### config.mk
export PLATFORM = sky130hd
export DESIGN_NAME = alu_reg_controller
export DESIGN_NICKNAME = d
export VERILOG_FILES = /design/src/rtl/alu_reg_controller.sv
export SDC_FILE = /design/constraint.sdc
export NUM_CORES = 1
export LEC_CHECK = 0
export ABC_AREA = 1
export BUFFER_PORTS_ARGS = -buffer_cell sky130_fd_sc_hd__buf_2
export CAP_MARGIN = 20
export CORE_AREA = 8 8 45 47
export DETAILED_ROUTE_END_ITERATION = 16
export DIE_AREA = 0 0 53 55
export PLACE_DENSITY = 0.7
export SLEW_MARGIN = 40
export SYNTH_ARGS = -nofsm -noshare
export SYNTH_HDL_FRONTEND = slang
export SYNTH_SLANG_ARGS = --single-unit
### constraint.sdc
create_clock -name clk -period 3.38 [get_ports clk]
set_input_delay 0.676 -clock clk [delete_from_list [all_inputs] [get_ports clk]]
set_output_delay 0.676 -clock clk [all_outputs]
set_load 0.01 [all_outputs]
### src/rtl/alu_reg_controller.sv
// Control sequencer for the register-file ALU datapath: accepts one instruction over
// valid/ready, drives in_sel/reg_addr/alu_sel per cycle and samples the datapath carry.
module alu_reg_controller #(
  parameter int unsigned BIT_WIDTH = 1
) (
  input  logic                 clk,
  input  logic                 rst_n,
  input  logic                 instr_valid,
  output logic                 instr_ready,
  input  logic [2:0]           instr_op,
  input  logic [BIT_WIDTH-1:0] instr_data,
  output logic [BIT_WIDTH-1:0] dp_in,
  output logic                 dp_s_reg,
  output logic [1:0]           dp_reg_addr,
  output logic                 dp_s,
  input  logic                 dp_cout,
  output logic                 c_flag,
  output logic                 done,
  output logic                 busy
);

  localparam int unsigned OP_W   = 3;
  localparam int unsigned ADDR_W = 2;

  localparam logic [OP_W-1:0] OP_NOP  = OP_W'(0);
  localparam logic [OP_W-1:0] OP_LDA  = OP_W'(1);
  localparam logic [OP_W-1:0] OP_LDB  = OP_W'(2);
  localparam logic [OP_W-1:0] OP_ADD  = OP_W'(3);
  localparam logic [OP_W-1:0] OP_SUB  = OP_W'(4);
  localparam logic [OP_W-1:0] OP_ADDI = OP_W'(5);
  localparam logic [OP_W-1:0] OP_SUBI = OP_W'(6);
  localparam logic [OP_W-1:0] OP_OUT  = OP_W'(7);

  localparam logic [ADDR_W-1:0] ADDR_A    = ADDR_W'(0);
  localparam logic [ADDR_W-1:0] ADDR_B    = ADDR_W'(1);
  localparam logic [ADDR_W-1:0] ADDR_O    = ADDR_W'(2);
  localparam logic [ADDR_W-1:0] ADDR_NONE = ADDR_W'(3);

  typedef enum logic [1:0] {
    IDLE  = 2'd0,
    LOADB = 2'd1,
    EXEC  = 2'd2,
    CARRY = 2'd3
  } state_t;

  state_t               state_q, state_d;
  logic [OP_W-1:0]      op_q, op_d;
  logic [BIT_WIDTH-1:0] data_q, data_d;
  logic                 c_flag_q, c_flag_d;
  logic                 is_alu;
  logic                 is_sub;

  always_ff @(posedge clk or negedge rst_n) begin
    if (!rst_n) begin
      state_q  <= IDLE;
      op_q     <= '0;
      data_q   <= '0;
      c_flag_q <= 1'b0;
    end else begin
      state_q  <= state_d;
      op_q     <= op_d;
      data_q   <= data_d;
      c_flag_q <= c_flag_d;
    end
  end

  // Next state plus the per-cycle datapath control decode of state and latched op
  always_comb begin
    state_d     = state_q;
    op_d        = op_q;
    data_d      = data_q;
    c_flag_d    = c_flag_q;
    instr_ready = 1'b0;
    done        = 1'b0;
    dp_in       = '0;
    dp_s_reg    = 1'b0;
    dp_reg_addr = ADDR_NONE;
    dp_s        = 1'b0;
    is_alu      = (op_q == OP_ADD) || (op_q == OP_SUB) ||
                  (op_q == OP_ADDI) || (op_q == OP_SUBI);
    is_sub      = (op_q == OP_SUB) || (op_q == OP_SUBI);

    unique case (state_q)
      IDLE: begin
        instr_ready = 1'b1;
        if (instr_valid) begin
          op_d    = instr_op;
          data_d  = instr_data;
          state_d = ((instr_op == OP_ADDI) || (instr_op == OP_SUBI)) ? LOADB : EXEC;
        end
      end
      LOADB: begin
        dp_reg_addr = ADDR_B;
        dp_s_reg    = 1'b1;
        dp_in       = data_q;
        state_d     = EXEC;
      end
      EXEC: begin
        unique case (op_q)
          OP_LDA: begin
            dp_reg_addr = ADDR_A;
            dp_s_reg    = 1'b1;
            dp_in       = data_q;
          end
          OP_LDB: begin
            dp_reg_addr = ADDR_B;
            dp_s_reg    = 1'b1;
            dp_in       = data_q;
          end
          OP_ADD, OP_SUB, OP_ADDI, OP_SUBI: begin
            dp_reg_addr = ADDR_A;
            dp_s        = is_sub;
          end
          OP_OUT:  dp_reg_addr = ADDR_O;
          default: dp_reg_addr = ADDR_NONE;
        endcase
        if (is_alu) begin
          state_d = CARRY;
        end else begin
          done    = 1'b1;
          state_d = IDLE;
        end
      end
      CARRY: begin
        // Carry was registered by the datapath on the EXEC write edge
        done     = 1'b1;
        c_flag_d = dp_cout;
        state_d  = IDLE;
      end
      default: state_d = IDLE;
    endcase
  end

  assign busy   = ~instr_ready;
  assign c_flag = c_flag_q;

endmodule
==> metrics <==
via count 476; total CTS buffers 3; Clock Power Share 13.7%; Arrival @ worst endpoint 1.56 ns; gr ovfl total 0; main combinational cell family by area after synthesis simple AND/OR/NAND/NOR gates; critical-path cell list inv_1 -> ha_1 -> nand3_1 -> o21bai_1 -> nand2_1 -> nor2_1 -> buf_2; main flop type after synthesis dfrtp_1; Die ar. 2920 sq um; layout cells sized above 1 27.1%; result of the run finished, final reports clean; worst-path fanout max 5; CTS Sinks 7; slew at the pin with the worst max-slew slack 0.253 ns; combinational power share 57.9%; dpl cell area 567 sq um; RePlAce Congestion 0.733; class of the most critical setup path reg -> out; vias per std cell 4.71; Net Sw Frac 46.2%; top sig layer met4; DRT Wirelength 1.09 mm; required time worst endpoint 2.70 ns; largest cells by area after synthesis dfrtp_1 (38%), nand2_1 (15%), ha_1 (11%); die width 53 microns; met3 routed WL 91 microns; Max Cap Viol 0; Final setup viols 0; number of enable flip-flop cells after synthesis 0; P_leak 0.346 nW; largest net degree at the start of global routing 10; Setup TNS 0 ns; I/O Buffers 16; 1st-pass router iterations 4; Critical Path Start Type flip-flop; net switching power 0.000258 W; cell taking the most area after synthesis dfrtp_1; Clk pin slew, worst setup/hold paths 0.05 ns; Worst path max stage delay 0.41 ns; GRT Overall Usage 8.61%; sequential share of power 28.4%; endpoint class of the critical path output pin; initial antenna violation count 0; Worst slew margin 83.1%; post-synthesis mux area share 2.41%; Met2 Wirelength 497 microns; core area 1380 sq um; pwr/cell area 942 nW/um^2; Max IR drop VDD 0.276 mV; first-pass GRT wire length 1.88 mm; post-synthesis xor/xnor area fraction 0%; distinct cell type count after synthesis 16; count leader, synth nand2_1; FF+latch count, synth 7; root buffer cell clkbuf_4; setup bufs post-CTS 0; CTS resizes 0; RSZ-0062 raised after global routing no; Routed WL per cell 10.8 microns; Post-Synth Simple-Gate Area 33.5%; Tcrit/Tclk final 66.2%; CTS hold repair buffers 0; Synth top cells by count nand2_1 (19), inv_1 (9), nor2_1 (9), dfrtp_1 (7), nand3_1 (5); Mean Syn Cell Area 7.18 sq um; syn_nets 77; Max Fclk 0.447 GHz; initial drt markers 16; die height 55 microns; Post-Route M1 WL 457 microns; area share of fa/ha/maj cells after synthesis 10.7%; vias in the first global route 481; Placed Cells 97; Critical-path top delay cell dfrtp_1; Starting Density 33.7%; drc violations 0; minimum clock period 2.24 ns; Post-synth ARST share 100%; fin. max-slew vios 0; HP Class in -> async; register area share after synthesis 37.5%; I/O pins 17; Finished Layout Cells 101; Clk Latency, worst-skew pair 0.25 ns; Pint 0.000300 W; clock skew 0.00482 ns; antenna cells 0; Clock Path Buffers 2; Synth top area share 37.5%; Syn Inst Count 65; dpl hpwl 935 microns; Rows 14; CTS tree built; antenna viol nets, final 0; P&R area growth vs syn 27.1%; mapped cell area 467 sq um; Layout Nets 98; H-tree depth 1; Synth Area in Compound Gates 7.77%; YS warnings 0; Final Hold Fails 0; post-layout instance area 593 sq um; Design Power 0.000559 W
==> logic make-up after synthesis <==
family	count (synthesis)
compound gates	6
fa+ha+maj	4
buf+inv	10
flops	7
mux	1
simple gates	37
==> power groups by stage <==
stage | Combinational, W | Sequential [W] | Clock [W]
2_1_floorplan | 0.000218 | 0.000156 | 0
3_3_place_gp | 0.000320 | 0.000159 | 0
3_5_place_dp | 0.000325 | 0.000160 | 0
4_1_cts | 0.000328 | 0.000159 | 0.0000791
5_1_grt | 0.000376 | 0.000166 | 0.0000810
6_report | 0.000323 | 0.000159 | 0.0000764
==> routing by layer <==
metal | GRT usage [%] | up-vias
met5 | 0 | -
met4 | 7.76 | 0
met3 | 1.60 | 4
met2 | 14.8 | 21
met1 | 8.76 | 206
li1 | - | 245
==> layout make-up <==
class                           instances  area, sq um
Clock buffer                            4         26.3
Timing Repair Buffer                   16         80.1
Inverter                               10         37.5
Tap cell                               16         20.0
Sequential cell                         7          175
Multi-Input combinational cell         48          254
Fill cell                             144          791
==> path summary, 6_finish.rpt <==
kind | startpoint | endpoint | slack (ns) | depth (start not counted)
setup reg to reg | state_q[0] | state_q[0] | 2.06 | 6
min in group clk | data_q | data_q | 0.51 | 2
setup / recovery | state_q[0] | dp_in | 1.14 | 7
max in group asynchronous | rst_n | data_q | 2.97 | 1
hold / removal | rst_n | state_q[1] | 0.25 | 1
hold reg to reg | data_q | data_q | 0.51 | 2
==> worst max-delay path: cells and delay by family (launching register included) <==
family	cells	cell delay (ns)
adder cells (fa/ha/maj)	1	0.24
AO/OA/AOI/OAI	1	0.13
flip-flops	1	0.41
AND/OR/NAND/NOR	3	0.28
buffers and inverters	2	0.25
==> sequential cells by signal (all words and copies together), names as in the netlist <==
register  cells
op_q          3
state_q       2
c_flag        1
data_q        1
==> stage by stage <==
| stage | utilization (%) | setup WS (ns) | hold slack, ns |
|---|---|---|---|
| after floorplan | - | 1.54 | 0.380 |
| after global placement | 41.0 | 1.45 | 0.486 |
| after detailed placement | 41.0 | 1.41 | 0.504 |
| after CTS | 42.9 | 1.12 | 0.246 |
| after global routing | 42.9 | 0.996 | 0.243 |
| final | 42.9 | 1.14 | 0.246 |
==> cells in the final DEF, fill, tap and decap left out <==
| cell type | count |
|---|---|
| a21oi_1 | 2 |
| buf_2 | 16 |
| clkbuf_1 | 1 |
| clkbuf_4 | 3 |
| dfrtp_1 | 7 |
| ha_1 | 4 |
| inv_1 | 9 |
| inv_2 | 1 |
| mux2_2 | 1 |
| nand2_1 | 19 |
| nand3_1 | 5 |
| nand4_1 | 1 |
| nor2_1 | 9 |
| nor2_2 | 1 |
| nor3_1 | 1 |
| o21ai_0 | 2 |
| o21bai_1 | 1 |
| o221ai_1 | 1 |
| or2_4 | 1 |
No activity file was read; power rests on OpenSTA's default activity.
